<file path="src/rtl/conv_window_valid_gen.sv">
// conv_window_valid_gen
//   Tracks the raster position of a pixel stream over an IMG_WIDTH x IMG_HEIGHT
//   frame. It flags every pixel that ends a complete KERNEL x KERNEL window
//   aligned to STRIDE. For each such window it reports the output-map
//   coordinate, plus end-of-line and end-of-frame strobes.
//
//   Stream contract: the stream has no back-pressure. A high Data_In accepts
//   exactly one pixel on that clock edge. A low Data_In is a gap of any
//   length, and all position state holds through it. Every output is
//   registered and follows the accepting edge by one cycle.
//
//   Ports:
//     clk        clock
//     rst        synchronous active-low reset
//     Data_In    pixel-valid strobe
//     Data_Out   window valid (one-cycle pulse per window)
//     out_col    output-map column of the current Data_Out
//     out_row    output-map row of the current Data_Out
//     line_done  pulse with the last window of an output row
//     frame_done pulse after the last pixel of the frame is accepted
//
//   Optional (macro CONV_SOF_SYNC_EN):
//     sof        start-of-frame marker, qualified by Data_In
//     sof_err    pulse when sof arrived at a pixel other than (0,0)
module conv_window_valid_gen #(
   parameter int IMG_WIDTH  = 220,
   parameter int IMG_HEIGHT = 220,
   parameter int KERNEL     = 3,
   parameter int STRIDE     = 1,
   localparam int CW = (IMG_WIDTH  > 1) ? $clog2(IMG_WIDTH)  : 1,
   localparam int RW = (IMG_HEIGHT > 1) ? $clog2(IMG_HEIGHT) : 1
) (
   input  logic          clk,
   input  logic          rst,
   input  logic          Data_In,
`ifdef CONV_SOF_SYNC_EN
   input  logic          sof,
   output logic          sof_err,
`endif
   output logic          Data_Out,
   output logic [CW-1:0] out_col,
   output logic [RW-1:0] out_row,
   output logic          line_done,
   output logic          frame_done
);

   localparam int PW = (STRIDE > 1) ? $clog2(STRIDE) : 1;
   localparam int OW = (IMG_WIDTH - KERNEL) / STRIDE + 1;

   localparam logic [CW-1:0] COL_LAST  = CW'(IMG_WIDTH - 1);
   localparam logic [RW-1:0] ROW_LAST  = RW'(IMG_HEIGHT - 1);
   localparam logic [CW-1:0] COL_K1    = CW'(KERNEL - 1);
   localparam logic [RW-1:0] ROW_K1    = RW'(KERNEL - 1);
   localparam logic [CW-1:0] OCOL_LAST = CW'(OW - 1);
   localparam logic [PW-1:0] PH_LAST   = PW'(STRIDE - 1);

   // Position of the next pixel, stride phases and next output coordinate.
   logic [CW-1:0] col;
   logic [RW-1:0] row;
   logic [PW-1:0] cph;
   logic [PW-1:0] rph;
   logic [CW-1:0] ocol;
   logic [RW-1:0] orow;

   // Effective state seen by the current pixel. A start-of-frame marker
   // replaces it with the frame origin before the hit is evaluated.
   logic [CW-1:0] c;
   logic [RW-1:0] r;
   logic [PW-1:0] cp;
   logic [PW-1:0] rp;
   logic [CW-1:0] oc;
   logic [RW-1:0] orr;
   logic          hit;
   logic          last_hit;
   logic          eol;
   logic          eof;

   always_comb begin
      c   = col;
      r   = row;
      cp  = cph;
      rp  = rph;
      oc  = ocol;
      orr = orow;
`ifdef CONV_SOF_SYNC_EN
      if (sof) begin
         c   = '0;
         r   = '0;
         cp  = '0;
         rp  = '0;
         oc  = '0;
         orr = '0;
      end
`endif
      hit      = (c >= COL_K1) && (r >= ROW_K1) && (cp == '0) && (rp == '0);
      last_hit = hit && (oc == OCOL_LAST);
      eol      = (c == COL_LAST);
      eof      = eol && (r == ROW_LAST);
   end

   always_ff @(posedge clk) begin
      if (!rst) begin
         col        <= '0;
         row        <= '0;
         cph        <= '0;
         rph        <= '0;
         ocol       <= '0;
         orow       <= '0;
         out_col    <= '0;
         out_row    <= '0;
         Data_Out   <= 1'b0;
         line_done  <= 1'b0;
         frame_done <= 1'b0;
`ifdef CONV_SOF_SYNC_EN
         sof_err    <= 1'b0;
`endif
      end else begin
         Data_Out   <= 1'b0;
         line_done  <= 1'b0;
         frame_done <= 1'b0;
`ifdef CONV_SOF_SYNC_EN
         sof_err    <= 1'b0;
`endif
         if (Data_In) begin
`ifdef CONV_SOF_SYNC_EN
            sof_err <= sof && !((col == '0) && (row == '0));
`endif
            if (hit) begin
               Data_Out  <= 1'b1;
               out_col   <= oc;
               out_row   <= orr;
               line_done <= last_hit;
            end

            if (eof) begin
               col        <= '0;
               row        <= '0;
               cph        <= '0;
               rph        <= '0;
               ocol       <= '0;
               orow       <= '0;
               frame_done <= 1'b1;
            end else if (eol) begin
               col  <= '0;
               row  <= r + 1'b1;
               cph  <= '0;
               ocol <= '0;
               // Row phase only starts advancing once the first full
               // window row has been reached.
               if (r < ROW_K1)
                  rph <= '0;
               else
                  rph <= (rp == PH_LAST) ? '0 : rp + 1'b1;
               // Only lines that produced windows advance the output row.
               if ((r >= ROW_K1) && (rp == '0))
                  orow <= orr + 1'b1;
               else
                  orow <= orr;
            end else begin
               col  <= c + 1'b1;
               row  <= r;
               rph  <= rp;
               orow <= orr;
               if (c < COL_K1)
                  cph <= '0;
               else
                  cph <= (cp == PH_LAST) ? '0 : cp + 1'b1;
               if (hit)
                  ocol <= last_hit ? '0 : oc + 1'b1;
               else
                  ocol <= oc;
            end
         end
      end
   end

endmodule
</file>
<file path="config.mk">
export PLATFORM = sky130hd
export DESIGN_NAME = conv_window_valid_gen
export DESIGN_NICKNAME = d
export VERILOG_FILES = /design/src/rtl/conv_window_valid_gen.sv
export SDC_FILE = /design/constraint.sdc
export NUM_CORES = 1
export LEC_CHECK = 0
export BUFFER_PORTS_ARGS = -buffer_cell sky130_fd_sc_hd__buf_2
export CORE_MARGIN = 8
export CORE_UTILIZATION = 50
export DETAILED_ROUTE_END_ITERATION = 12
export PLACE_DENSITY = 0.67
export SETUP_SLACK_MARGIN = 0.15
export SYNTH_ARGS = -nofsm -noshare
export SYNTH_HDL_FRONTEND = slang
export SYNTH_SLANG_ARGS = --single-unit
</file>
<file path="constraint.sdc">
create_clock -name clk -period 4.6 [get_ports clk]
set_input_delay 0.46 -clock clk [delete_from_list [all_inputs] [get_ports clk]]
set_output_delay 0.46 -clock clk [all_outputs]
set_load 0.03 [all_outputs]
</file>
Word level (Yosys, flattened, before mapping)
Cells that the tools add are included.
{ "classes": {"mux": 21, "reduce_logical": 15, "eq_ne": 3, "n_bitwise": 2, "magnitude_cmp": 4, "add_sub_neg": 6} }
{ "ops": {"columns": ["cell", "n"], "rows": [
  ["8-bit two-way mux", 11],
  ["8-bit by 1-bit adder with 8-bit output, second input constant", 4],
  ["8-bit == test, second input constant", 3],
  ["8-bit by 2-bit greater-or-equal comparator with 1-bit output, second input constant", 2],
  ["8-bit by 2-bit < comparator with 1-bit output, second input constant", 2],
  ["1-bit two-way mux", 10],
  ["2-bit AND reduction", 4],
  ["1-bit logical AND", 6],
  ["3-bit AND reduction", 2],
  ["2-bit nonzero test", 2],
  ["3-bit nonzero test", 1],
  ["1-bit adder, second input constant", 2],
  ["1-bit inverter", 2]
]} }
{ "word_totals": {"register_bits": 53, "in_bits": 3} }

Depth between registers and ports, before layout
Gate-level depths: netlist (run 1).
{ "logic_depth": {"depth_word": 9, "mapped_depth": 8} }

Worst setup path before layout (run 1)
No wires, ideal clock.
{ "synth_timing": {"path_type": "register to register", "startpoint": "reg col[1], in the netlist c[1]", "endpoint": "reg orow[7]", "setup_slack_ns": 2.768, "period_less_slack_ns": 1.832, "arrival_time_ns": 1.762, "setup_ns": 0.070, "stages_incl_launch_ff": 7, "required_time_ns": 4.530, "n_path_buf": 0, "cell_sequence": "dfxtp_1 ha_1 nand2_1 nor4b_4 nand4_1 or4_1 a21oi_1"} }
{ "synth_via": {"elab_chain_len": 4, "elab_cells_between_ends": 6, "cone_classes": "eq/ne: 1; mux: 1; reduce/logical: 4"} }
{ "synth_rtl": {"columns": ["element", "line", "rtl"], "rows": [
  ["from (decl)", "58", "logic [CW-1:0] col;"],
  ["from (signal assigned)", "160", "col <= c + 1'b1;"],
  ["8-bit == test (*)", "97", "eol = (c == COL_LAST);"],
  ["1-bit logical AND", "98", "eof = eol && (r == ROW_LAST);"],
  ["2-bit nonzero test (no line)", null, null],
  ["3-bit AND reduction (no line)", null, null],
  ["to (signal assigned)", "156", "orow <= orr + 1'b1;"],
  ["to (signal assigned)", "158", "orow <= orr;"],
  ["to (signal assigned)", "163", "orow <= orr;"],
  ["to (decl)", "63", "logic [RW-1:0] orow;"]
]} }
Mark *: on every way between the ends. The rest lies on a longest branch, timed or not.
A chain may end at the register's enable or synchronous reset.

Worst setup path after layout (run 1)
{ "layout_timing": {"startpoint": "reg row[1], in the netlist r[1]", "endpoint": "reg ocol[7], in the netlist oc[7]"} }
{ "layout_via": {"elab_chain_len": 9, "elab_cells_between_ends": 13, "cone_classes": "order compare: 1; eq/ne: 1; mux: 4; reduce/logical: 7"} }
{ "layout_rtl": {"columns": ["element", "line", "rtl"], "rows": [
  ["from (decl)", "59", "logic [RW-1:0] row;"],
  ["from (signal assigned)", "145", "row <= r + 1'b1;"],
  ["from (signal assigned)", "161", "row <= r;"],
  ["8-bit by 2-bit greater-or-equal comparator with 1-bit output", "95", "hit = (c >= COL_K1) && (r >= ROW_K1) && (cp == '0) && (rp == '0);"],
  ["1-bit logical AND (3 in a row)", "95", null],
  ["1-bit logical AND", "96", "last_hit = hit && (oc == OCOL_LAST);"],
  ["8-bit two-way mux", "169", "ocol <= last_hit ? '0 : oc + 1'b1;"],
  ["8-bit two-way mux", "168", "if (hit)"],
  ["8-bit two-way mux", "143", "end else if (eol) begin"],
  ["8-bit two-way mux", "135", "if (eof) begin"],
  ["to (signal assigned)", "169", null],
  ["to (decl)", "62", "logic [CW-1:0] ocol;"]
]} }
Parallel ways exist; a longest one is shown, timed or not. The select of a mux whose other input is x is not followed.

==> reports/metrics.cfg, run 1 <==
[layout]
fin_util = 0.568
drive_above_1_share = 0.106
area_delta_synth_final_pct = 10.3
antenna-diode-count = 0
layoutNonFillerInstCount = 335
final_nets = 293
post-route-cell-area_mm2 = 0.00247

[synthesis]
seq_area_frac_synth = 0.455
cells_taking_the_most_area_after_synthesis = dfxtp_1, nand2_1, a21boi_0, nor2_1, ha_1
yosys_register_bits = 51
yosys_warnings = 0
asyncSetResetFlopFracSynth = 0
synth_top_area_frac = 0.455
syn_nets = 276
syn-instance-count = 266
syn_area_per_cell_um2 = 8.43
yosys.area.top_type = dfxtp_1
post_synth_instance_area_mm2 = 0.00224
yosysMostFrequentCell = nand2_1
synth-edff-count = 0
netlist_top_cells_count = nand2_1, dfxtp_1, nor2_1
synth-main-ff-cell = dfxtp_1
yosysUniqueCellTypes = 31

[placement]
place_area_mm2 = 0.00237
post-place-cells = 328
post-dp-hpwl_um = 2920
gp_congestion = 0.825
portBuffers = 21

[floorplanning]
floorplan.initialDensity = 0.515
row_count = 24
die_height_um = 83.0
die-area_mm2 = 0.00689
fp.coreArea_mm2 = 0.00435
dieWidth_um = 83.0
pin_count = 22

[drt]
num_vias = 1811
wirelength_um = 4380
final_antenna_net_count = 0
routedWlPerCell_um = 13.1
drt-pass1-iter-count = 4
drt_first_iter_violations = 82
drc_errors = 0
route.detailed.vias_per_inst = 5.41

[cts]
clkTransAtPathRegs_ps = 90
numClockSinks = 51
cts.htree.levels = 2
cts-buffers-inserted = 5
post-cts-setup-buffer-count = 0
cts_tree = yes
cts-root-to-sink-buffers = 2
clk_latency_ps = 300
cts_root_buffer = clkbuf_8
holdBufCountCts = 0
postCtsResizedCells = 0

[critical_path]
worstSetupEndpointType = flip-flop
timing.critical_path.slowest_stage_cell = or4_1
worst-r2r-cell-count = 6
worstSetupPathType = reg -> reg
timing.critical_path.arrival_ps = 2770
worst_path_largest_cell_delay_ps = 780
worstPathRequired_ps = 4840
critPathMaxFanout = 28
start_kind = flip-flop
timing.critical_path.max_delay_family = simple AND/OR/NAND/NOR gates
path_buf_inv = 0
crit_path_cell_trace = ha_1 > nor4_1 > nand2_1 > nand3_1 > or4_1 > o211ai_1
worst-path-stages = 6

[timing]
fin_crit_sh = 0.551
finalHoldViolCount = 0
maxSlewViolCount = 0
timing.final.setup_violations = 0
highest_clock_rate_mhz = 395
skew_ps = 5.45
max_slew_margin = 0.307
timing.final.crit_period_ps = 2530
setup-tns-final_ps = 0
rsz0062_at_grt = no
tightestPinTransition_ps = 1040

[global_routing]
grt_antenna_before_repair = 0
largest_net_degree_at_the_start_of_global_routing = 29
gr-usage-all-layers = 0.129
global_route.overflow_total = 0
grt_pass1_wl_um = 7640
first_global_vias = 1642

[run_status]
run_status = complete, no violations

[min_path]
hp-class = reg -> reg
worstHoldPathCells = 2

[power_and_ir_drop]
p_per_area_mw_per_mm2 = 309
design_power_total_uw = 765
p_leak_uw = 0.000927
vdd_ir_drop_max_mv = 0.138

[job]
cap_viol_max_count = 0

[report_power, final]
part / total (uW) / internal, uW / switching (uW)
logic: 19.2 / 6.64 / 12.6
clock network: 300 / 160 / 141
registers: 446 / 443 / 2.64
total: 765 / 609 / 156
[final cells by class]
type	instances	area, um^2
fill	419	1880
multi-input combinational	201	1170
sequential	51	1020
timing repair buffer	21	105
clock buffer	6	72.6
tap	52	65.1
clock inverter	1	30.0
inverter	3	11.3
[registers in the layout, indices dropped and copies added (netlist names)]
register / count
c: 8
oc: 8
orow: 8
out_col: 8
line_done: 1
frame_done: 1
r: 8
Data_Out: 1
out_row: 8
[logic make-up after synthesis]
group / Yosys count / synth area share
AND/OR/NAND/NOR: 137 / 0.296
flip-flops: 51 / 0.455
AO/OA/AOI/OAI: 39 / 0.115
XOR/XNOR: 17 / 0.0664
buffers and inverters: 14 / 0.0240
adder cells (fa/ha/maj): 7 / 0.0390
multiplexers: 1 / 0.00446
[per-layer routing]
metal,part of all wire,track usage,up-vias
met1,0.51,0.165,827
met3,0.038,0.0352,9
met4,0.025,0.0831,0
met2,0.43,0.187,27
met5,0,0,-
li1,-,-,948
[metrics by stage]
| stage | hold slack [ps] | setup WS [ps] |
|---|---|---|
| final | 461 | 2070 |
| after global routing | 494 | 1780 |
| after CTS | 468 | 2020 |
| after detailed placement | 455 | 2060 |
| after global placement | 450 | 2170 |
| after floorplan | 449 | 2770 |
[path summary, 6_finish.rpt]
path,from,to,slack [ps]
hold / removal,out_col[6]$_SDFFE_PN0P_,out_col[6]$_SDFFE_PN0P_,460
setup reg to reg,r[1]$_SDFFE_PN0P_,oc[7]$_SDFFE_PN0P_,2070
hold reg to reg,out_col[6]$_SDFFE_PN0P_,out_col[6]$_SDFFE_PN0P_,460
setup / recovery,r[1]$_SDFFE_PN0P_,oc[7]$_SDFFE_PN0P_,2070
[worst reg2reg max path, stage by stage (launching register included)]
cell and delay, ps:
dfxtp_1 410, ha_1 170, nor4_1 40, nand2_1 200, nand3_1 770, or4_1 780, o211ai_1 100
[cell usage in the layout, fill, tap and decap left out, types with 7 or more instances in the layout]
cell	Yosys	routed
dfxtp_1	51	51
nand3_1	14	14
nand4_1	9	9
ha_1	7	7
a21boi_0	17	17
o21ai_0	7	7
xnor2_1	7	7
a21oi_1	9	9
buf_2	1	21
xor2_1	10	10
nor2_1	24	24
nand2_1	57	57
Note: power is estimated with default switching activity, not from simulation.
==> run 2: changes to the inputs <==
==> constraint.sdc (replaced) <==
create_clock -name clk -period 2.6 [get_ports clk]
set_input_delay 0.26 -clock clk [delete_from_list [all_inputs] [get_ports clk]]
set_output_delay 0.26 -clock clk [all_outputs]
set_load 0.03 [all_outputs]
==> run 2 against run 1 <==
Effect of this change:
- clock power grew 46%
- fmax grew 25%
- sequential power up 77%
- highest routed layer unchanged
- critical path depth stayed put
- critical path type unchanged
==> reports/metrics.cfg, run 2 (same netlist as run 1, synthesis figures left out) <==
[global_routing]
first_global_vias = 1781  ; +8.5%
largest_net_degree_at_the_start_of_global_routing = 27  ; -6.9%
gr-usage-all-layers = 0.132  ; +0.00241
grt_pass1_wl_um = 7960  ; +4.2%
global_route.overflow_total = 0  ; unchanged
grt_antenna_before_repair = 0  ; unchanged

[placement]
place_area_mm2 = 0.00239  ; +0.95%
gp_congestion = 0.882  ; +6.9%
portBuffers = 21  ; unchanged
post-dp-hpwl_um = 2910  ; -0.25%

[cts]
cts_tree = yes
numClockSinks = 51  ; unchanged
postCtsResizedCells = 0  ; unchanged
clk_latency_ps = 300  ; about the same
clkTransAtPathRegs_ps = 90  ; about the same
cts-buffers-inserted = 5  ; unchanged
cts.htree.levels = 2  ; unchanged
post-cts-setup-buffer-count = 0  ; unchanged
cts-root-to-sink-buffers = 2  ; unchanged
holdBufCountCts = 0  ; unchanged
cts_root_buffer = clkbuf_8

[floorplanning]
row_count = 24  ; unchanged
dieWidth_um = 83.0  ; unchanged
floorplan.initialDensity = 0.515  ; unchanged
die_height_um = 83.0  ; unchanged
pin_count = 22  ; unchanged
fp.coreArea_mm2 = 0.00435  ; unchanged
die-area_mm2 = 0.00689  ; unchanged

[drt]
drc_errors = 0  ; unchanged
num_vias = 1792  ; -1.0%
route.detailed.vias_per_inst = 5.29  ; -2.2%
wirelength_um = 4240  ; -3.3%
final_antenna_net_count = 0  ; unchanged
drt-pass1-iter-count = 4  ; unchanged
drt_first_iter_violations = 93  ; +13%
routedWlPerCell_um = 12.5  ; -4.4%

[critical_path]
timing.critical_path.slowest_stage_cell = or4_1
path_buf_inv = 0  ; unchanged
worstSetupEndpointType = flip-flop
worst_path_largest_cell_delay_ps = 530  ; -250 ps
critPathMaxFanout = 5  ; -82%
crit_path_cell_trace = ha_1 > nand2_1 > nor4b_4 > nand4_1 > or4_1 > a21oi_1
worst-path-stages = 6  ; unchanged
worst-r2r-cell-count = 6  ; unchanged
timing.critical_path.arrival_ps = 2250  ; -520 ps
start_kind = flip-flop
worstPathRequired_ps = 2830  ; -2010 ps
worstSetupPathType = reg -> reg
timing.critical_path.max_delay_family = simple AND/OR/NAND/NOR gates

[timing]
hold_ws_ps = 290  ; -171 ps
skew_ps = 6.18  ; +0.728 ps
max_slew_margin = 0.526  ; +0.219
setup-tns-final_ps = 0  ; unchanged
maxSlewViolCount = 0  ; unchanged
timing.final.setup_violations = 0  ; unchanged
fin_crit_sh = 0.777  ; +0.226
rsz0062_at_grt = no
tightestPinTransition_ps = 712  ; -325 ps
finalHoldViolCount = 0  ; unchanged
highest_clock_rate_mhz = 495  ; +25%
timing.final.crit_period_ps = 2020  ; -513 ps

[min_path]
hp-class = in -> reg
worstHoldPathCells = 3  ; +1

[layout]
final_nets = 296  ; +1.0%
fin_util = 0.569  ; +0.000863
post-route-cell-area_mm2 = 0.00248  ; +0.15%
area_delta_synth_final_pct = 10.4
antenna-diode-count = 0  ; unchanged
drive_above_1_share = 0.122  ; +0.0159
highest_count_cells_in_the_layout_ignoring_fill_and_taps = nand2_1, dfxtp_1, nor2_1, buf_2, a21boi_0
layout.cells.most_common = nand2_1

[run_status]
run_status = complete, no violations

[power_and_ir_drop]
p_leak_uw = 0.000937  ; +1.1%
vdd_ir_drop_max_mv = 0.236  ; +71%
p_per_area_mw_per_mm2 = 510  ; +65%

[job]
cap_viol_max_count = 0  ; unchanged

-- run 2: path summary, 6_finish.rpt --
| check | startpoint | endpoint | slack (ps) |
|---|---|---|---|
| worst max-delay path | c[1]$_SDFFE_PN0P_ | orow[7]$_SDFFE_PN0P_ | 580 |
| worst max register to register | c[1]$_SDFFE_PN0P_ | orow[7]$_SDFFE_PN0P_ | 580 |
| worst min register to register | out_row[5]$_SDFFE_PN0P_ | out_row[5]$_SDFFE_PN0P_ | 460 |
| worst min-delay path | Data_In | frame_done$_SDFF_PN0_ | 290 |
-- run 2: area by class of cell --
cell class                      count  area, um^2
Clock inverter                      3        15.0
Multi-Input combinational cell    201        1170
Fill cell                         415        1880
Tap cell                           52        65.1
Clock buffer                        5        68.8
Sequential cell                    51        1020
Inverter                            3        11.3
Timing Repair Buffer               24         128
-- run 2: worst register-to-register path: cells and delay by family (launching register included) --
family	cells	cell delay [ps]
and+or+nand+nor	4	1130
DFF	1	410
AOI/OAI and AO/OA	1	150
adders and majority gates	1	260
-- run 2: power breakdown --
part	internal (uW)	switching [uW]
logic	11.9	22.8
clock network	185	255
registers	784	4.60
total	980	282
-- run 2: through the flow --
step | total power (uW) | worst slack (ps) | std cells
6_report | 1260 | 580 | 339
5_1_grt | 1310 | 365 | 339
4_1_cts | 1280 | 582 | 339
3_5_place_dp | 842 | 605 | 331
3_3_place_gp | 841 | 674 | 331
2_1_floorplan | 833 | 768 | 266
-- run 2: metal layers --
metal | vias up | wire length [um] | track usage
met5 | - | 0 | 0
met4 | 0 | 55 | 0.0415
met3 | 5 | 237 | 0.0400
met2 | 34 | 1800 | 0.211
met1 | 799 | 2150 | 0.164
li1 | 954 | - | -
==> run 3: changes to the inputs <==
==> constraint.sdc (replaced) <==
create_clock -name clk -period 2.1 [get_ports clk]
set_input_delay 0.21 -clock clk [delete_from_list [all_inputs] [get_ports clk]]
set_output_delay 0.21 -clock clk [all_outputs]
set_load 0.03 [all_outputs]
==> run 3 against run 2 <==
Effect of this change:
- sequential power rose by 24%
- critical endpoint is now orow[3]$_SDFFE_PN0P_
- largest cell class unchanged
- cell count rose by 2.4%
- critical path depth rose by 1
==> reports/metrics.cfg, run 3 (same netlist as run 1, synthesis figures left out) <==
[floorplanning]
floorplan.initialDensity = 0.515  ; unchanged
pin_count = 22  ; unchanged
fp.coreArea_mm2 = 0.00435  ; unchanged
dieWidth_um = 83.0  ; unchanged
die-area_mm2 = 0.00689  ; unchanged
die_height_um = 83.0  ; unchanged
row_count = 24  ; unchanged

[drt]
drc_errors = 0  ; unchanged
num_vias = 1853  ; +3.4%
wirelength_um = 4460  ; +5.3%
final_antenna_net_count = 0  ; unchanged
drt-pass1-iter-count = 4  ; unchanged
route.detailed.vias_per_inst = 5.34  ; +1.0%
drt_first_iter_violations = 166  ; +78%
routedWlPerCell_um = 12.9  ; +2.9%

[global_routing]
global_route.overflow_total = 0  ; unchanged
largest_net_degree_at_the_start_of_global_routing = 27  ; unchanged
grt_pass1_wl_um = 7940  ; -0.18%
global_route.usage.met2 = 0.207  ; -0.00495
first_global_vias = 1771  ; -0.56%
gr-usage-all-layers = 0.133  ; +0.000894
grt_antenna_before_repair = 0  ; unchanged
gr-usage-met1 = 0.166  ; +0.00145
top_usage_layer = met2
grtUsageMet3 = 0.0420  ; +0.00195

[layout]
layout.cells.most_common = nand2_1
area_delta_synth_final_pct = 16.8
final_nets = 304  ; +2.7%
post-route-cell-area_mm2 = 0.00262  ; +5.8%
highest_count_cells_in_the_layout_ignoring_fill_and_taps = nand2_1, dfxtp_1, nor2_1, buf_2, a21boi_0
drive_above_1_share = 0.163  ; +0.0408
antenna-diode-count = 0  ; unchanged
filler_cell_count = 406  ; -2.2%

[critical_path]
worstPathRequired_ps = 2330  ; -500 ps
critPathMaxFanout = 12  ; +7
regToRegSetupSlack_ps = 270  ; -310 ps
worst-r2r-cell-count = 7  ; +1
timing.critical_path.arrival_ps = 2060  ; -190 ps
path_buf_inv = 1  ; +1
crit-reg2reg-launch = c[0]$_SDFFE_PN0P_
timing.critical_path.slowest_stage_cell = dfxtp_4
crit_path_cell_trace = ha_4 > nand2_1 > nor4b_4 > buf_6 > nand2_1 > or3_1 > a21oi_1
most_frequent_cell_on_critical_path = nand2_1
worstSetupEndpointType = flip-flop
timing.critical_path.from = c[0]$_SDFFE_PN0P_
critPathCapture = orow[3]$_SDFFE_PN0P_
start_kind = flip-flop
worst-path-stages = 7  ; +1
worst_path_largest_cell_delay_ps = 380  ; -150 ps
timing.critical_path.max_delay_family = simple AND/OR/NAND/NOR gates
worstSetupPathType = reg -> reg
r2r_end = orow[3]$_SDFFE_PN0P_

[timing]
finalHoldViolCount = 0  ; unchanged
skew_ps = 7.53  ; +1.35 ps
hold_ws_ps = 232  ; -58.2 ps
rsz0062_at_grt = yes
timing.final.crit_period_ps = 1830  ; -194 ps
highest_clock_rate_mhz = 548  ; +11%
maxSlewViolCount = 0  ; unchanged
max_slew_margin = 0.731  ; +0.205
timing.final.setup_violations = 0  ; unchanged
tightestPinTransition_ps = 404  ; -308 ps
setup-tns-final_ps = 0  ; unchanged
fin_crit_sh = 0.869  ; +0.0924

[placement]
gp_congestion = 0.881  ; about the same
portBuffers = 21  ; unchanged
post-dp-hpwl_um = 3140  ; +8.0%
place_area_mm2 = 0.00245  ; +2.5%

[cts]
cts-root-to-sink-buffers = 2  ; unchanged
cts-buffers-inserted = 5  ; unchanged
clk_latency_ps = 300  ; about the same
cts_tree = yes
clkTransAtPathRegs_ps = 90  ; about the same
cts_root_buffer = clkbuf_8
numClockSinks = 51  ; unchanged
cts.htree.levels = 2  ; unchanged

[power_and_ir_drop]
p_per_area_mw_per_mm2 = 696  ; +37%
p_leak_uw = 0.000995  ; +6.2%
vdd_ir_drop_max_mv = 0.276  ; +17%

[min_path]
hp-class = in -> reg

[job]
cap_viol_max_count = 0  ; unchanged

[run_status]
run_status = complete, no violations

## run 3: cell types whose count changed in the layout (fill, tap and decap cells not counted), moves of 2 or more
| cell | delta |
|---|---|
| buf_4 | +7 |
| clkinv_2 | -3 |
| dfxtp_1 | -3 |
| bufinv_16 | +2 |
| dfxtp_4 | +2 |
## run 3: layout make-up
cell class	instances	area, um^2	share of cell area
multi-input combinational	201	1190	0.453
sequential	51	1030	0.393
timing repair buffer	32	191	0.0731
clock buffer	5	68.8	0.0263
clock inverter	3	67.6	0.0258
tap	52	65.1	0.0248
inverter	3	11.3	0.00430
## run 3: how the worst min path moves through the flow
stage	start	end	cells past startpoint
global placement	out_col[5]$_SDFFE_PN0P_	out_col[5]$_SDFFE_PN0P_	2
global route	Data_In	frame_done$_SDFF_PN0_	3
finish	Data_In	frame_done$_SDFF_PN0_	3
floorplan	rst	out_col[6]$_SDFFE_PN0P_	1
detailed placement	out_col[3]$_SDFFE_PN0P_	out_col[3]$_SDFFE_PN0P_	2
CTS	Data_In	frame_done$_SDFF_PN0_	3
## run 3: through the flow
step                      instances   util  setup WS [ps]  total power, uW
after floorplan                 266      -            268             1030
after global placement          339  0.564            226             1050
after detailed placement        339  0.564            167             1050
after CTS                       347  0.595            150             1850
after global routing            347  0.602           80.1             1890
final                           347  0.602            275             1820
## run 3: worst min-delay path: cells and delay by family
kind                   cells  cell delay (ps)
buffers and inverters      1              170
and+or+nand+nor            2              110
## run 3: metal layers
metal	part of all wire	vias up
met5	0	-
met4	0.018	0
met3	0.047	9
met2	0.44	40
met1	0.50	828
li1	-	976
## run 3: power breakdown
part / internal [uW] / total (uW) / switching, uW
Combinational: 19.7 / 50.2 / 30.5
Sequential: 971 / 977 / 6.62
Clock: 475 / 796 / 321
## run 3: repair_timing
item	CTS	global route
endpoints found under the setup margin	0	24
hold buffers	0	0
buffers inserted	0	0
resized for setup	0	9
